`config.mk`:
```
export PLATFORM = sky130hd
export DESIGN_NAME = bus_read_tagger
export DESIGN_NICKNAME = d
export VERILOG_FILES = /design/src/rtl/memory_bus_pkg.sv /design/src/rtl/sync_fifo.sv /design/src/rtl/bus_read_tagger.sv
export SDC_FILE = /design/constraint.sdc
export NUM_CORES = 1
export LEC_CHECK = 0
export ABC_AREA = 0
export BUFFER_PORTS_ARGS = -buffer_cell sky130_fd_sc_hd__buf_4
export CAP_MARGIN = 10
export CORE_MARGIN = 4
export CORE_UTILIZATION = 31
export CTS_CLUSTER_SIZE = 10
export DETAILED_ROUTE_END_ITERATION = 8
export GPL_TIMING_DRIVEN = 0
export REMOVE_ABC_BUFFERS = 1
export SYNTH_ARGS = -nofsm -noshare
export SYNTH_HDL_FRONTEND = slang
export SYNTH_SLANG_ARGS = --single-unit
export TNS_END_PERCENT = 5
```
`constraint.sdc`:
```
create_clock -name clock -period 4.1 [get_ports clock]
set_input_delay 0.82 -clock clock [delete_from_list [all_inputs] [get_ports clock]]
set_output_delay 0.82 -clock clock [all_outputs]
set_load 0.02 [all_outputs]
```
`src/rtl/memory_bus_pkg.sv`:
```
// Shared MemoryBus field widths and the request record carried through the
// bus_read_tagger request buffer.
package memory_bus_pkg;

   localparam int ADDR_W = 32;
   localparam int DATA_W = 24;
   localparam int ID_W   = 8;

   typedef struct packed {
      logic              write;
      logic [ADDR_W-1:0] address;
      logic [DATA_W-1:0] data;
      logic [ID_W-1:0]   id;
   } bus_req_t;

   localparam int REQ_W = $bits(bus_req_t);

   function automatic logic is_read(input bus_req_t req);
      return !req.write;
   endfunction

endpackage

```
`src/rtl/sync_fifo.sv`:
```
// Single-clock FIFO with registered head, occupancy count and async reset.
// DEPTH must be at least 2; pointers wrap explicitly so any DEPTH works.
module sync_fifo #(
   parameter int WIDTH = 8,
   parameter int DEPTH = 4
) (
   input  logic                       clock,
   input  logic                       reset,
   input  logic                       push,
   input  logic [WIDTH-1:0]           push_data,
   input  logic                       pop,
   output logic [WIDTH-1:0]           pop_data,
   output logic                       full,
   output logic                       empty,
   output logic [$clog2(DEPTH+1)-1:0] count
);

   localparam int PTR_W = $clog2(DEPTH);
   localparam int CNT_W = $clog2(DEPTH+1);

   logic [WIDTH-1:0] mem_q [DEPTH];
   logic [PTR_W-1:0] wr_ptr_q, wr_ptr_d;
   logic [PTR_W-1:0] rd_ptr_q, rd_ptr_d;
   logic [CNT_W-1:0] count_q, count_d;
   logic             do_push;
   logic             do_pop;

   function automatic logic [PTR_W-1:0] ptr_inc(input logic [PTR_W-1:0] ptr);
      return (ptr == PTR_W'(DEPTH-1)) ? '0 : ptr + PTR_W'(1);
   endfunction

   assign full     = (count_q == CNT_W'(DEPTH));
   assign empty    = (count_q == '0);
   assign count    = count_q;
   assign pop_data = mem_q[rd_ptr_q];
   assign do_push  = push && !full;
   assign do_pop   = pop && !empty;

   // NOTE: every variable gets its default before any branch, so no latch is inferred.
   always_comb begin
      wr_ptr_d = wr_ptr_q;
      rd_ptr_d = rd_ptr_q;
      count_d  = count_q + CNT_W'(do_push) - CNT_W'(do_pop);
      if (do_push) wr_ptr_d = ptr_inc(wr_ptr_q);
      if (do_pop)  rd_ptr_d = ptr_inc(rd_ptr_q);
   end

   // NOTE: state updates use non-blocking assignments so all flops sample together.
   always_ff @(posedge clock or posedge reset) begin
      if (reset) begin
         wr_ptr_q <= '0;
         rd_ptr_q <= '0;
         count_q  <= '0;
      end else begin
         wr_ptr_q <= wr_ptr_d;
         rd_ptr_q <= rd_ptr_d;
         count_q  <= count_d;
      end
   end

   // NOTE: storage is deliberately not reset; empty/count guard every read of it.
   always_ff @(posedge clock) begin
      if (do_push) mem_q[wr_ptr_q] <= push_data;
   end

endmodule

```
`src/rtl/bus_read_tagger.sv`:
```
// Buffers MemoryBus requests toward the AXI4-Lite bridge, queues the ID of each
// issued read, and stamps in-order read responses with the queued ID.
module bus_read_tagger
   import memory_bus_pkg::*;
#(
   parameter int DEPTH     = 4,
   parameter int REQ_SLOTS = 2
) (
   input  logic                       clock,
   input  logic                       reset,
   // upstream (from master)
   input  logic                       up_ms_valid,
   output logic                       up_ms_taken,
   input  logic                       up_ms_write,
   input  logic [ADDR_W-1:0]          up_ms_address,
   input  logic [DATA_W-1:0]          up_ms_data,
   input  logic [ID_W-1:0]            up_ms_id,
   output logic                       up_sm_valid,
   input  logic                       up_sm_taken,
   output logic [DATA_W-1:0]          up_sm_data,
   output logic [ID_W-1:0]            up_sm_id,
   // downstream (to bridge)
   output logic                       down_ms_valid,
   input  logic                       down_ms_taken,
   output logic                       down_ms_write,
   output logic [ADDR_W-1:0]          down_ms_address,
   output logic [DATA_W-1:0]          down_ms_data,
   output logic [ID_W-1:0]            down_ms_id,
   input  logic                       down_sm_valid,
   output logic                       down_sm_taken,
   input  logic [DATA_W-1:0]          down_sm_data,
   input  logic [ID_W-1:0]            down_sm_id,
   // status
   output logic [$clog2(DEPTH+1)-1:0] outstanding,
   output logic                       orphan_err
);

   localparam int OUT_W = $clog2(DEPTH+1);

   bus_req_t                         req_in;
   bus_req_t                         req_head;
   logic                             req_full, req_empty, req_push, req_pop;
   logic [$clog2(REQ_SLOTS+1)-1:0]   unused_req_count;

   logic [ID_W-1:0]                  tag_head;
   logic                             tag_full, tag_empty, tag_push, tag_pop;
   logic [OUT_W-1:0]                 unused_tag_count;
   logic                             unused_sm_id;

   logic [OUT_W-1:0]                 outstanding_q, outstanding_d;
   logic                             orphan_err_q, orphan_err_d;
   logic                             head_is_read;

   assign req_in = '{write: up_ms_write, address: up_ms_address,
                     data: up_ms_data, id: up_ms_id};

   // Acceptance is masked during reset so no beat is taken while the buffer is cleared.
   assign up_ms_taken = up_ms_valid && !req_full && !reset;
   assign req_push    = up_ms_taken;

   // A read at the head waits for a free tag slot, even if one frees this cycle,
   // which keeps smTaken out of the msValid cone.
   assign head_is_read  = is_read(req_head);
   assign down_ms_valid = !req_empty && !(head_is_read && tag_full);
   assign req_pop       = down_ms_valid && down_ms_taken;
   assign tag_push      = req_pop && head_is_read;

   assign down_ms_write   = req_head.write;
   assign down_ms_address = req_head.address;
   assign down_ms_data    = req_head.data;
   assign down_ms_id      = req_head.id;

   assign up_sm_valid   = down_sm_valid && !reset;
   assign down_sm_taken = up_sm_taken && !reset;
   assign up_sm_data    = down_sm_data;
   assign up_sm_id      = tag_empty ? '0 : tag_head;
   assign tag_pop       = down_sm_valid && down_sm_taken && !tag_empty;

   // The bridge's response ID carries no information; the tag FIFO replaces it.
   assign unused_sm_id  = ^down_sm_id;

   assign outstanding = outstanding_q;
   assign orphan_err  = orphan_err_q;

   sync_fifo #(
      .WIDTH (REQ_W),
      .DEPTH (REQ_SLOTS)
   ) u_req_buf (
      .clock     (clock),
      .reset     (reset),
      .push      (req_push),
      .push_data (req_in),
      .pop       (req_pop),
      .pop_data  (req_head),
      .full      (req_full),
      .empty     (req_empty),
      .count     (unused_req_count)
   );

   sync_fifo #(
      .WIDTH (ID_W),
      .DEPTH (DEPTH)
   ) u_tag_fifo (
      .clock     (clock),
      .reset     (reset),
      .push      (tag_push),
      .push_data (req_head.id),
      .pop       (tag_pop),
      .pop_data  (tag_head),
      .full      (tag_full),
      .empty     (tag_empty),
      .count     (unused_tag_count)
   );

   always_comb begin
      outstanding_d = outstanding_q;
      orphan_err_d  = orphan_err_q;
      case ({tag_push, tag_pop})
         2'b10:   outstanding_d = outstanding_q + OUT_W'(1);
         2'b01:   outstanding_d = outstanding_q - OUT_W'(1);
         default: outstanding_d = outstanding_q;
      endcase
      if (down_sm_valid && tag_empty) orphan_err_d = 1'b1;
   end

   always_ff @(posedge clock or posedge reset) begin
      if (reset) begin
         outstanding_q <= '0;
         orphan_err_q  <= 1'b0;
      end else begin
         outstanding_q <= outstanding_d;
         orphan_err_q  <= orphan_err_d;
      end
   end

endmodule

```
After elaboration in Yosys (flattened, before gate mapping):

Memory sizes are Yosys's and may differ from the RTL's.
Index checks and enable logic that the tools add are counted.

* add/subtract/negate cells: 10
* eq/ne operators: 6
* muxes and demuxes: 10
* reductions and logical operators: 25

Operator list (count)
* $logic_and A1 B1 Y1: 15
* $eq A2 B2 Y1 const B: 4
* $mux W8: 1
* $logic_not A1 Y1: 7
* $mux W1: 6
* $pmux W3 S2: 1
* $add A2 B1 Y2 const B: 2
* $mux W2: 2
* $add A3 B1 Y3: 1
* $add A3 B1 Y3 const B: 1
* $eq A3 B3 Y1 const B: 1
* $logic_not A3 Y1: 1
* $sub A3 B1 Y3: 1
* $sub A3 B1 Y3 const B: 1
* $add A1 B1 Y1 const B: 2
* $add A2 B1 Y2: 1
* $eq A2 B1 Y1 const B: 1
* $logic_not A2 Y1: 1
* $reduce_bool A2 Y1: 1
* $sub A2 B1 Y2: 1

* register bits after elaboration: 15
* bits in writable memories: 162
* bits of input ports: 103
* output and inout port bits: 105
* word-level logic and storage cells: 61
* memories kept: 2

Memory list
* u_req_buf.mem_q: words 2, width 65, rd ports 1, clocked after Yosys merged registers in 0, wr ports 1, line sync_fifo.sv:21 `logic [WIDTH-1:0] mem_q [DEPTH];`
* u_tag_fifo.mem_q: words 4, width 8, rd ports 1, clocked after Yosys merged registers in 0, wr ports 1, line sync_fifo.sv:21

Longest topological paths before layout:

An unclocked memory read counts as a cell.

* depth in word-level cells: 10
* mapped depth: 9

Cells and area by module:

Synthesis repeated with hierarchy kept, for this count alone.

* cell total of the unflattened synthesis: 361
* area, all modules: 7171.9 um^2

Modules (own cells, without submodules)
* sync_fifo at u_req_buf: instances 1, cells each 221, area an instance 5053.6 um^2, sequential area each 4003.8 um^2
* sync_fifo at u_tag_fifo: instances 1, cells each 82, area an instance 1621.6 um^2, sequential area each 1136.1 um^2
* bus_read_tagger: instances 1, cells each 58, area an instance 496.7 um^2, sequential area each 100.1 um^2

Worst setup path before layout:

Ideal clock, no wire load.

* kind: in2reg
* start: input port up_ms_valid
* end: memory u_req_buf.mem_q[0][0] in the netlist's numbering, enable pin
* library setup time: 0.496 ns
* data arrival time: 4.577 ns
* required time: 3.604 ns
* setup slack: -0.973 ns
* stages: 3
* buffers on the path: 0
* cell sequence: inv_1 -> a211oi_1 -> nor2b_1

* longest elaborated chain between the ends: 5

Ends and longest elaborated chain
* from (decl): line bus_read_tagger.sv:12 `input logic up_ms_valid,`
* $logic_and A1 B1 Y1 (2 in series): line bus_read_tagger.sv:58 `assign up_ms_taken = up_ms_valid && !req_full && !reset;`
* via up_ms_taken: line bus_read_tagger.sv:13 `output logic up_ms_taken,`
* $logic_and A1 B1 Y1: line sync_fifo.sv:36 `assign do_push = push && !full;`
* $mux W1: line sync_fifo.sv:63 `if (do_push) mem_q[wr_ptr_q] <= push_data;`
* $mux W1 (implied by the code): line sync_fifo.sv:63
* to (decl): line sync_fifo.sv:21

The timed path passes the listed nets, and every way through them passes these cells.

Final worst setup path:

* start: register u_tag_fifo.rd_ptr_q[0]
* end: output port up_sm_id[7]

* longest elaborated chain between the ends: 2

Ends and longest elaborated chain
* from (decl): line sync_fifo.sv:23 `logic [PTR_W-1:0] rd_ptr_q, rd_ptr_d;`
* from (signal assigned): line sync_fifo.sv:56 `rd_ptr_q <= rd_ptr_d;`
* $mem_v2 Z4 W8
* $mux W8: line bus_read_tagger.sv:76 `assign up_sm_id = tag_empty ? '0 : tag_head;`
* to (decl): line bus_read_tagger.sv:21 `output logic [ID_W-1:0] up_sm_id,`

Every way passes these cells.

==> out/results.tsv <==
stage	metric	value	unit
yosys	synth_top_area_share	70.2	%
floorplan	initial_utilization	31.7	%
cts	cts_setup_buffers	0	
routing	drtAntennaViolNets	0	
cells_and_area	nFillCells	2014	
timing	fin_crit	2.86	ns
timing	worst_slew_pin_slew	0.599	ns
critical_path	rr_worst_depth	10	
critical_path	cp_max_fo	11	
place	gp_congestion	0.709	
cells_and_area	multi_input_comb_area	1430	sq um
critical_path	r2r-start	u_req_buf.rd_ptr_q	
power	powerDensity	690	nW/um^2
timing	finalWorstSetupSlack	1.24	ns
routing	drc	0	
worst_hold_path	hold_path_depth	1	
place	hpwlAfterDp	9780	microns
routing	routed_wl	13900	microns
cts	cts_resized	0	
timing	max_slew_margin	60.0	%
worst_hold_path	min-delay-start	orphan_err	
yosys	yosys_warnings	0	
critical_path	worstPathArrival	2.04	ns
floorplan	num_rows	54	
floorplan	dieHeight	158	microns
yosys	netlist_instances	351	
power	ir_worst_vdd	0.265	mV
power	power.leakage	3.26	nW
routing	vias	3401	
cells_and_area	drive_gt1_share	52.9	%
cells_and_area	final_nets	607	
yosys	synth_cell_types	25	
timing	clock.fmax	350	MHz
cts	clk_path_buf_depth	2	
timing	finalHoldViolCount	0	
critical_path	critPathLaunchType	register	
cts	cts_buffers	17	
yosys	seq_area_frac_synth	75.6	%
cells_and_area	layout_commonest_cell	edfxtp_1	
cts	clk_pin_slew	0.07	ns
timing	holdWs	0.463	ns
place	portBuffers	151	
timing	tns	0	ns
yosys	synth_ff_type	edfxtp_1	
critical_path	crit_required	3.28	ns
status	status	completed	
routing	avgRoutedWirePerCell	17.7	microns
cells_and_area	diodes	0	
cts	cts_max_level	4	
global_route	overflow	0	
yosys	synth_area_per_cell	19.7	sq um
yosys	ys_ff_latch	177	
cts	clk_latency	0.41	ns
critical_path	rr_endpoint	outstanding[2]	
cells_and_area	layout.cells.non_filler	785	
routing	via_per_inst	4.33	
routing	dr.first_iter.drc_count	104	
global_route	track_usage	11.4	%
yosys	synth-edff-count	162	
cells_and_area	final_area	8870	sq um
cells_and_area	synthToLayoutAreaGrowth	28.0	%
critical_path	reg2reg_slack	1.27	ns
timing	fin_skew	0.00713	ns
critical_path	cp-end-kind	primary output	
power	power	6.12	mW
yosys	yosysTopAreaCell	edfxtp_1	
global_route	first_global_vias	3835	
cells_and_area	utilization	40.5	%
floorplan	die-area	24800	sq um
place	placed_cells	753	
global_route	grt_pass1_wl	21200	microns
worst_hold_path	hp-class	reg -> reg	
place	dp_slack	1.20	ns
yosys	synth.area.top_cells	edfxtp_1 (70%), mux2_2 (11%), dfrtp_1 (5.4%)	
yosys	netlist_area	6930	sq um
cts	clock-sinks	177	
global_route	grt_max_degree	59	
cells_and_area	seq_area	5240	sq um
floorplan	core_area	21900	sq um
cts	cts_tree	yes	
place	placed_area	8300	sq um
flow_run	cap_violations	0	
floorplan	die_x	158	microns
yosys	async_flop_share	8.47	%
floorplan	num_io_pins	208	
timing	slew_violations	0	
worst_hold_path	min_to	orphan_err	
routing	drt_pass1_iterations	4	
cts	cts_root_buf	clkbuf_16	
cells_and_area	final_cell_mix	edfxtp_1 (162), buf_4 (151), mux2_2 (67)	
cts	ctsHoldBuffers	0	
timing	rsz0062_at_grt	false	
critical_path	worst-setup-path-type	reg -> out	
global_route	antenna_found_initial	0	
timing	finalSetupViolCount	0	
timing	final.period_utilization	69.8	%
-- report_power, final --
part,switching (mW),total [mW],leakage (nW),internal (mW)
combinational,1.05,2.03,1.35,0.980
clock,0.675,1.57,0.263,0.898
sequential,0.207,2.52,1.65,2.31
total,1.93,6.12,3.26,4.19
-- per-layer routing --
metal / part of all wire, % / track usage (%) / vias up
li1: - / - / 1588
met1: 41 / 13.2 / 1693
met2: 50 / 19.2 / 111
met3: 8.3 / 5.33 / 9
met4: 0.68 / 3.07 / 0
met5: 0 / 0.794 / -
-- registers in the layout, indices dropped and copies added, names as in the netlist --
| signal | flops |
|---|---|
| u_tag_fifo.wr_ptr_q | 2 |
| u_tag_fifo.rd_ptr_q | 2 |
| orphan_err | 1 |
| u_req_buf.wr_ptr_q | 1 |
| u_tag_fifo.count | 3 |
| u_req_buf.mem_q | 130 |
| u_req_buf.count | 2 |
| u_req_buf.rd_ptr_q | 1 |
| u_tag_fifo.mem_q | 32 |
| outstanding | 3 |
-- Yosys cell counts, drive strengths merged, types with 2 or more instances --
cell    count
a21oi       2
nor2b      11
and2        5
ha         10
mux4        8
mux2       69
edfxtp    162
xnor2       6
a211oi      2
buf        32
fa          2
nor3        2
dfrtp      15
nor2        4
xor2        3
inv        12
-- how the worst max path moves through the flow --
stage	end	start	cells past startpoint	slack, ns
2_1_floorplan	u_req_buf.mem_q[0][0]	up_ms_valid	3	-0.97
3_3_place_gp	u_req_buf.mem_q[0][4]	up_ms_valid	4	-2.69
3_5_place_dp	outstanding[2]	u_req_buf.rd_ptr_q	10	1.20
4_1_cts	up_sm_id[7]	u_tag_fifo.rd_ptr_q[0]	3	1.16
5_1_grt	outstanding[2]	u_req_buf.rd_ptr_q	10	1.06
6_report	up_sm_id[7]	u_tag_fifo.rd_ptr_q[0]	3	1.24
-- critical path: stages (launching register included) --
cell and delay, ns:
dfrtp_1 0.72, mux4_2 0.59, nor2b_1 0.15, buf_4 0.17
-- layout make-up --
class	instances	share of cell area [%]
Sequential cell	177	59.1
Multi-Input combinational cell	129	16.1
Timing Repair Buffer	155	13.9
Clock buffer	19	4.88
Tap cell	280	3.95
Clock inverter	13	1.55
Inverter	12	0.508
-- logic make-up after synthesis --
group                    synth area share [%]
XOR/XNOR                                 1.14
buffers and inverters                    3.88
AO/OA/AOI/OAI                           0.542
multiplexers                             14.0
flip-flops                               75.6
adder cells (fa/ha/maj)                  2.38
AND/OR/NAND/NOR                          2.44
(Power assumes the default switching activity.)
